$ cat config.mk
export PLATFORM = sky130hd
export DESIGN_NAME = pipelined_adder
export DESIGN_NICKNAME = d
export VERILOG_FILES = /design/src/rtl/pipelined_adder.sv
export SDC_FILE = /design/constraint.sdc
export NUM_CORES = 1
export LEC_CHECK = 0
export CORE_MARGIN = 2
export CORE_UTILIZATION = 56
export DETAILED_ROUTE_END_ITERATION = 16
export HOLD_SLACK_MARGIN = 0.08
export PLACE_DENSITY = 0.81
export REMOVE_ABC_BUFFERS = 1
export SYNTH_ARGS = -nofsm -noshare
export SYNTH_HDL_FRONTEND = slang
export SYNTH_SLANG_ARGS = --single-unit
$ cat constraint.sdc
create_clock -name clk -period 6.1 [get_ports clk]
set_clock_uncertainty 0.1 [all_clocks]
set_input_delay 1.22 -clock clk [delete_from_list [all_inputs] [get_ports clk]]
set_output_delay 1.22 -clock clk [all_outputs]
set_load 0.05 [all_outputs]
$ cat src/rtl/pipelined_adder.sv
// Pipelined add/subtract: one CHUNK-bit slice per stage with a registered carry
// between stages; the last stage register drives the result and flags.
module pipelined_adder #(
  parameter int WIDTH  = 32,
  parameter int STAGES = 4
) (
  input  logic             clk,
  input  logic             reset,
  input  logic             in_valid,
  output logic             in_ready,
  input  logic [0:WIDTH-1] A,
  input  logic [0:WIDTH-1] B,
  input  logic             cin,
  input  logic             sub,
  output logic             out_valid,
  input  logic             out_ready,
  output logic [0:WIDTH-1] Sum,
  output logic             cout,
  output logic             overflow,
  output logic             zero
);

  localparam int CHUNK = WIDTH / STAGES;
  localparam int LAST  = STAGES - 1;

  // Handshake: a transfer happens on a side when its valid and ready are both
  // high at the rising edge. The whole pipe freezes only when a finished result
  // is waiting (stall), so in_ready is simply the inverse of stall.
  logic stall;

  // Operands are kept MSB-left internally; A[0] lands in a_in[WIDTH-1].
  logic [WIDTH-1:0] a_in, b_in;
  assign a_in = A;
  assign b_in = sub ? ~B : B;

  logic [WIDTH-1:0] st_a [STAGES];
  logic [WIDTH-1:0] st_b [STAGES];
  logic [WIDTH-1:0] st_s [STAGES];
  logic             st_c [STAGES];
  logic             st_v [STAGES];
  logic             ovf_q, zero_q;

  logic [WIDTH-1:0] src_a [STAGES];
  logic [WIDTH-1:0] src_b [STAGES];
  logic [WIDTH-1:0] src_s [STAGES];
  logic             src_c [STAGES];
  logic             src_v [STAGES];

  logic [WIDTH-1:0] nx_s [STAGES];
  logic             nx_c [STAGES];
  logic [CHUNK:0]   part;
  logic             ovf_d, zero_d, carry_into_msb;

  always_comb begin
    src_a[0] = a_in;
    src_b[0] = b_in;
    src_s[0] = '0;
    src_c[0] = sub | cin;
    src_v[0] = in_valid;
    for (int k = 1; k < STAGES; k++) begin
      src_a[k] = st_a[k-1];
      src_b[k] = st_b[k-1];
      src_s[k] = st_s[k-1];
      src_c[k] = st_c[k-1];
      src_v[k] = st_v[k-1];
    end
  end

  // Stage k fills slice k of the running sum; bit CHUNK of the slice add is the carry.
  always_comb begin
    part = '0;
    for (int k = 0; k < STAGES; k++) begin
      part = {1'b0, src_a[k][k*CHUNK +: CHUNK]}
           + {1'b0, src_b[k][k*CHUNK +: CHUNK]}
           + (CHUNK+1)'(src_c[k]);
      nx_s[k] = src_s[k];
      nx_s[k][k*CHUNK +: CHUNK] = part[CHUNK-1:0];
      nx_c[k] = part[CHUNK];
    end
  end

  // The MSB sum bit is a^b^carry_in, so the carry into the MSB falls out of it.
  always_comb begin
    carry_into_msb = src_a[LAST][WIDTH-1] ^ src_b[LAST][WIDTH-1] ^ nx_s[LAST][WIDTH-1];
    ovf_d          = carry_into_msb ^ nx_c[LAST];
    zero_d         = (nx_s[LAST] == '0);
  end

  assign stall    = st_v[LAST] & ~out_ready;
  assign in_ready = ~stall;

  always_ff @(posedge clk) begin
    if (reset) begin
      for (int k = 0; k < STAGES; k++) begin
        st_v[k] <= 1'b0;
        st_c[k] <= 1'b0;
        st_a[k] <= '0;
        st_b[k] <= '0;
        st_s[k] <= '0;
      end
      ovf_q  <= 1'b0;
      zero_q <= 1'b0;
    end else if (!stall) begin
      for (int k = 0; k < STAGES; k++) begin
        st_v[k] <= src_v[k];
        st_c[k] <= nx_c[k];
        st_a[k] <= src_a[k];
        st_b[k] <= src_b[k];
        st_s[k] <= nx_s[k];
      end
      ovf_q  <= ovf_d;
      zero_q <= zero_d;
    end
  end

  assign out_valid = st_v[LAST];
  assign Sum       = st_s[LAST];
  assign cout      = st_c[LAST];
  assign overflow  = ovf_q;
  assign zero      = zero_q;

endmodule

# Word-level counts from Yosys, hierarchy flattened
# Memory sizes are Yosys's and may differ from the RTL's.
# Cells that the tools add are included.
dict set report totals {
  mem_bits_ro 0
  ram_bits 392
  latchBits 0
  out_inout_bits 37
  inputBits 70
  register_bits 2
  memories 5
}
# name words width rd rd_clocked_by_memory_dff write_ports line_no
set mem_list {}
lappend mem_list {st_a 4 32 3 0 4 36} ;# logic [WIDTH-1:0] st_a [STAGES];
lappend mem_list {st_b 4 32 3 0 4 37} ;# logic [WIDTH-1:0] st_b [STAGES];
lappend mem_list {st_s 4 32 4 0 4 38} ;# logic [WIDTH-1:0] st_s [STAGES];
lappend mem_list {st_c 4 1 4 0 4 39} ;# logic st_c [STAGES];
lappend mem_list {st_v 4 1 4 0 4 40} ;# logic st_v [STAGES];
dict set report classes {
  eq_ne 0
  multipliers 0
  bitwise 28
  mux 26
  n_div 0
  shift 0
  order_cmp 0
  n_addsub 8
  n_reduce_logical 1
}
# cell count
set op_table {}
lappend op_table {{$mux W32} 13}
lappend op_table {{$add A8 B8 Y9} 4}
lappend op_table {{$add A9 B1 Y9} 4}
lappend op_table {{$logic_not A32 Y1} 1}
lappend op_table {{$not A32 Y32} 1}
lappend op_table {{$or A1 B1 Y1} 21}
lappend op_table {{$mux W1} 13}
lappend op_table {{$xor A1 B1 Y1} 3}
lappend op_table {{$not A1 Y1} 2}
lappend op_table {{$and A1 B1 Y1} 1}

# Logic depth before layout (Yosys ltp)
# Gate-level depths: netlist of the first run.
dict set report depth {
  depth_word 6
  depth_mapped 11
  ltp_nobuf 10
}

# Worst setup path before layout of the first run
# OpenSTA, ideal clock, no wires.
dict set report synth_timing {
  path_type {input port to flip-flop}
  from {input port out_ready}
  to {memory st_a[0][10] (enable)}
  arrival_ns 5.187
  path_buffers 0
  required_time_ns 5.464
  path_slack_ns 0.276
  path_stages 4
  cell_sequence {nor2b_1 -> inv_2 -> nor2_1 -> inv_1}
}
# element line_no
set synth_lines {}
lappend synth_lines {{start: declaration} 16} ;# input logic out_ready,
lappend synth_lines {{end: declaration} 36}

# Worst setup path after layout of the first run
dict set report layout_timing {
  from {input port out_ready}
  to {output port in_ready}
}
dict set report layout_between {
  elab_chain_len 3
}
# element line_no
set layout_rtl {}
lappend layout_rtl {{$not A1 Y1} 89} ;# assign stall = st_v[LAST] & ~out_ready;
lappend layout_rtl {{$and A1 B1 Y1} 89}
lappend layout_rtl {{$not A1 Y1} 90} ;# assign in_ready = ~stall;
lappend layout_rtl {{end: declaration} 10} ;# output logic in_ready,
# No other way between the ends.

==> impl_metrics.csv, run 1 <==
group,metric,value,unit
cts,cts_setup_buffers,0,
cts,cts_buffers,17,
synth,synthSimpleGateAreaFrac,16.6,%
timing,maxSlewHeadroom,28.4,%
synth,synth_compound_area_share,4.01,%
power_and_ir_drop,vdd_drop_max,0.000219,V
timing,worst_pin_slew,1.07,ns
synth,synth_edf_count,184,
synth,synth_xor_xnor_area_share,4.69,%
setup_path,end_kind,"output pin",
cells_and_area,drive_gt1_share,6.19,%
cts,cts_resized,0,
placed_design,hpwlAfterDp,8760,um
synth,synth-seq-cells,186,
setup_path,crit_type,"in -> out",
power_and_ir_drop,power.density,290,nW/um^2
synth,synthAdderAreaFrac,6.08,%
floorplanning,dieWidth,126,um
cts,htreeDepth,4,
synth,synth_top_family_by_area,"simple AND/OR/NAND/NOR gates",
detailed_routing,postRouteWirelength,13100,um
synth,synth_ff_type,"edfxtp_1",
timing,final_hold_viol_count,0,
synth,synth.area.top_cells,"edfxtp_1 (66%), and2_1 (9.8%), ha_1 (4.2%)",
cells_and_area,final_cell_mix,"edfxtp_1 (184), and2_1 (131), clkdlybuf4s50_1 (105)",
placed_design,finalWeightedCongestion,0.848,
detailed_routing,wl_met3,691,um
cells_and_area,nNetsFinal,820,
cells_and_area,diodes,0,
setup_path,start_kind,"input pin",
hold_path,worstHoldStart,"zero",
global_routing,grt_antenna_before_repair,0,
cts,root_buffer,"clkbuf_16",
timing,setup_violations,0,
detailed_routing,wl_met2,6740,um
synth,ys_warn_count,0,
setup_path,reg2reg_slack,3.42,ns
hold_path,holdPathEnd,"zero",
global_routing,grt_pass1_wl,21900,um
synth,syn_area,8400,um^2
cts,cts_buffer_depth,2,
run,maxCapViolCount,0,
floorplanning,initial_core_util,57.5,%
timing,finalSetupTns,0,ns
synth,avgSynthCellArea,13.8,um^2
timing,finalCritPeriodShare,71.1,%
synth,netlist.area_leader.share,65.8,%
timing,fin_crit,4.33,ns
cts,cts_tree,"built",
timing,hold_slack,0.360,ns
setup_path,critical_path_required,4.78,ns
synth,yosys.area.top_type,"edfxtp_1",
timing,fmax,231,MHz
floorplanning,row_count,44,
floorplanning,die_h,126,um
synth,async_reset_ff_share,0,%
placed_design,io_buffers,106,
setup_path,cp_data_arrival_time,3.01,ns
setup_path,timing.rr.start,"st_v[3]",
setup_path,slowest_delay,0.73,ns
global_routing,grt_overflow,0,
detailed_routing,dr.pass1.iters,5,
global_routing,grt_usage,17.4,%
synth,synth_cell_types,44,
placed_design,postPlaceCellArea,9620,um^2
power_and_ir_drop,p_leak,4.15,nW
cts,cts.reportedPaths.clkPinSlew,0.06,ns
setup_path,cp_max_fo,5,
cells_and_area,final_util,70.0,%
detailed_routing,drc,0,
cells_and_area,final_area,10200,um^2
synth,synth-seq-area-share,66.3,%
power_and_ir_drop,total_power,2.97,mW
global_routing,grt_max_degree,81,
setup_path,cp_cell_sequence,"clkdlybuf4s50_1 -> nor2b_1 -> inv_2 -> clkdlybuf4s50_1",
floorplanning,design.die.area,16000,um^2
synth,postSynthCellCount,610,
cts,cts_sinks,186,
setup_path,timing.rr.end,"st_c[2]",
synth,synthMuxAreaShare,0.238,%
hold_path,holdPathStages,2,
cts,postCtsHoldBufs,0,
floorplanning,num_io_pins,107,
detailed_routing,wl_met1,5430,um
cells_and_area,fillers,954,
hold_path,hp-class,"reg -> reg",
detailed_routing,vias_per_cell,5.14,
cts,worstSkewPairLatency,0.43,ns
floorplanning,core,14600,um^2
timing,slew_violations,0,
cells_and_area,final_common_cell,"edfxtp_1",
run_status,status,"completed",
detailed_routing,routedWlPerCell,14.4,um
setup_path,critPathSlowestCell,"clkdlybuf4s50_1",
detailed_routing,drt_iter0_markers,396,
setup_path,r2r_cells,5,
timing,rsz0062_at_grt,"false",
detailed_routing,route.vias.total,4679,
detailed_routing,ant_nets,0,
detailed_routing,top_layer_used,"met4",
setup_path,crit_path_frequent_cell,"clkdlybuf4s50_1",
global_routing,first_global_vias,4668,
cells_and_area,synthToLayoutAreaGrowth,21.7,%
## worst max-delay path, delay by kind of cell
family / cells / cell delay, ns
and+or+nand+nor: 1 / 0.52
buffers and inverters: 3 / 1.27
## where the power goes
| group | internal (mW) | switching [mW] | total [mW] |
|---|---|---|---|
| Clock | 0.643 | 0.451 | 1.09 |
| Sequential | 1.51 | 0.0270 | 1.53 |
| Combinational | 0.158 | 0.182 | 0.340 |
| Total | 2.31 | 0.659 | 2.97 |
## metal layers
| metal | up-vias | track usage, % |
|---|---|---|
| met4 | 0 | 7.11 |
| met3 | 20 | 4.22 |
| met1 | 2175 | 21.5 |
| met5 | - | 0 |
| met2 | 122 | 29.4 |
| li1 | 2362 | - |
## metrics by stage
| step | std cells | worst slack (ns) |
|---|---|---|
| after CTS | 911 | 1.76 |
| after global routing | 911 | 1.68 |
| after floorplan | 586 | 0.276 |
| after detailed placement | 879 | 1.78 |
| final | 911 | 1.77 |
| after global placement | 879 | 1.78 |
## sequential cells by signal, summed over array words and instances (netlist names)
signal / flops
st_a: 48
st_s: 80
st_b: 48
zero: 1
st_v: 4
overflow: 1
st_c: 4
## cells by family after synthesis
kind of cell    Yosys count
mux                       2
simple gates            246
xor+xnor                 45
flops                   186
compound gates           51
fa+ha+maj                36
buf+inv                  44
## cells in the mapped netlist (all sizes together), types with 3 or more instances
master    n
xor2     12
nand2b    5
or3       9
nor2b     8
and2    131
fa        8
a21oi    15
a311oi    3
nand3     3
xnor2    33
nand2     6
inv      20
nand4     3
nor4      6
o21ai    14
clkbuf   15
buf       9
nor3     11
and3      3
nor2     54
edfxtp  184
a21o      6
ha       28
o21a      3
## worst max path at each step
stage               startpoint     endpoint  slack [ns]  cells after the start
global route         out_ready     in_ready        1.68                      4
global placement     out_ready     in_ready        1.78                      4
CTS                  out_ready     in_ready        1.76                      4
floorplan            out_ready  st_a[0][10]        0.28                      4
finish               out_ready     in_ready        1.77                      4
detailed placement   out_ready     in_ready        1.78                      4
## layout make-up
| class | instances | area, um^2 | share of cell area (%) |
|---|---|---|---|
| repair buffers | 109 | 1080 | 10.6 |
| multi-input cells | 380 | 2660 | 26.1 |
| clock buffers | 17 | 425 | 4.16 |
| well taps | 184 | 230 | 2.25 |
| inverters | 20 | 80.1 | 0.784 |
| flip-flops and latches | 186 | 5570 | 54.5 |
| clock inverters | 15 | 175 | 1.71 |
(Power assumes the default switching activity.)
==> inputs of run 2 (changes only) <==
- clock period: 6.1 -> 4.2 ns (I/O delays scaled with it)
==> run 2 against run 1 <==
Against the previous run: worst hold slack improved by 0.017 ns; final area increased by 0.33%; final cell count increased by 0.22%; largest power group unchanged; highest routed layer unchanged; die area unchanged; non-clock buffer count increased by 3; critical endpoint unchanged.
==> impl_metrics.csv, run 2 (synthesized netlist as in run 1, its figures left out) <==
group,metric,value,unit
detailed_routing,vias_per_cell,5.14,
cells_and_area,final_common_cell,"edfxtp_1",
timing,setup_violations,0,
placed_design,finalWeightedCongestion,0.800,
floorplanning,dieWidth,126,um
cells_and_area,final_cell_mix,"edfxtp_1 (184), and2_1 (131), clkdlybuf4s50_1 (105)",
detailed_routing,route.vias.total,4691,
setup_path,end_kind,"output pin",
setup_path,cp.buffers_inverters,4,
cells_and_area,largest_reg_flops,80,
setup_path,crit_type,"in -> out",
setup_path,cp_cell_sequence,"clkdlybuf4s50_1 -> nor2b_1 -> buf_4 -> inv_2 -> clkdlybuf4s50_1",
setup_path,start_kind,"input pin",
cts,root_buffer,"clkbuf_16",
floorplanning,die_h,126,um
setup_path,critical_path_required,3.26,ns
cells_and_area,diodes,0,
power_and_ir_drop,power.density,416,nW/um^2
detailed_routing,drt_iter0_markers,340,
cts,cts_setup_buffers,0,
global_routing,grt_usage,17.3,%
floorplanning,core,14600,um^2
detailed_routing,dr.pass1.iters,5,
run_status,status,"completed",
cells_and_area,largestRegisters,"st_s: 80 flops, st_a: 48 flops, st_b: 48 flops",
timing,finalCritPeriodShare,79.9,%
cells_and_area,synthToLayoutAreaGrowth,22.1,%
cells_and_area,fillers,942,
cts,postCtsHoldBufs,0,
detailed_routing,drc,0,
floorplanning,initial_core_util,57.5,%
power_and_ir_drop,p_leak,4.17,nW
cells_and_area,drive_gt1_share,6.58,%
timing,worst_pin_slew,1.03,ns
power_and_ir_drop,total_power,4.26,mW
setup_path,crit_path_frequent_cell,"clkdlybuf4s50_1",
cells_and_area,nNetsFinal,823,
timing,slew_violations,0,
power_and_ir_drop,vdd_drop_max,0.000302,V
setup_path,cpLargestDelayFamily,"buffers and inverters",
global_routing,grt_max_degree,68,
cts,worstSkewPairLatency,0.43,ns
cts,htreeDepth,4,
global_routing,grt_pass1_wl,21600,um
setup_path,slowest_delay,0.81,ns
cts,cts_tree,"built",
cells_and_area,final_area,10200,um^2
timing,final_hold_viol_count,0,
timing,fmax,298,MHz
cells_and_area,regMostFlops,"st_s",
floorplanning,design.die.area,16000,um^2
cts,cts_sinks,186,
floorplanning,num_io_pins,107,
hold_path,hp-class,"reg -> reg",
timing,rsz0062_at_grt,"false",
cts,cts_resized,0,
setup_path,critPathSlowestCell,"clkdlybuf4s50_1",
placed_design,io_buffers,106,
cts,cts.reportedPaths.clkPinSlew,0.06,ns
run,maxCapViolCount,0,
global_routing,grt_overflow,0,
setup_path,cp_data_arrival_time,2.42,ns
cts,cts_buffer_depth,2,
global_routing,grt_antenna_before_repair,0,
placed_design,hpwlAfterDp,9050,um
timing,fin_crit,3.36,ns
detailed_routing,ant_nets,0,
global_routing,first_global_vias,4582,
detailed_routing,postRouteWirelength,13300,um
timing,maxSlewHeadroom,31.2,%
cts,cts_buffers,17,
detailed_routing,routedWlPerCell,14.6,um
floorplanning,row_count,44,
placed_design,postPlaceCellArea,9680,um^2
setup_path,cp_max_fo,5,
-- run 2: final cells by class --
| cell class | instances | area, um^2 | area share [%] |
|---|---|---|---|
| Tap cell | 184 | 230 | 2.25 |
| Timing Repair Buffer | 112 | 1140 | 11.1 |
| Sequential cell | 186 | 5570 | 54.3 |
| Inverter | 20 | 80.1 | 0.781 |
| Multi-Input combinational cell | 380 | 2660 | 26.0 |
| Clock buffer | 17 | 425 | 4.15 |
| Clock inverter | 14 | 149 | 1.45 |
-- run 2: worst min-delay path, stage by stage, from the launching register on --
cell and delay, ns:
dfxtp_1 0.33, nand2_1 0.06, o21ai_1 0.05
-- run 2: path summary, 6_finish.rpt --
check	start	endpoint	slack, ns	depth (start not counted)
worst max-delay path	out_ready	in_ready	0.84	5
worst min-delay path	zero	zero	0.38	2
worst max register to register	st_a[0][88]	zero	1.61	9
worst min register to register	zero	zero	0.38	2
-- run 2: through the flow --
stage / utilization [%] / std cells / hold slack (ns) / TNS (ns) / setup WS (ns)
after detailed placement: 66.3 / 882 / 0.368 / 0 / 0.771
after CTS: 70.3 / 913 / 0.376 / 0 / 0.849
after global placement: 66.3 / 882 / 0.352 / 0 / 0.854
after floorplan: - / 586 / 0.397 / -228.84 / -1.24
after global routing: 70.3 / 913 / 0.411 / 0 / 0.792
final: 70.3 / 913 / 0.377 / 0 / 0.845
-- run 2: routing by layer --
metal,vias up,global-route usage (%),wire [um]
li1,2369,-,-
met1,2186,21.3,5780
met2,116,30.0,6770
met3,20,4.30,546
met4,0,6.08,240
met5,-,0,0
-- run 2: report_power, final --
| part | switching, mW | internal [mW] | leakage, nW |
|---|---|---|---|
| registers | 0.0409 | 2.19 | 2.20 |
| logic | 0.267 | 0.234 | 1.70 |
| clock network | 0.659 | 0.875 | 0.272 |
| total | 0.967 | 3.30 | 4.17 |
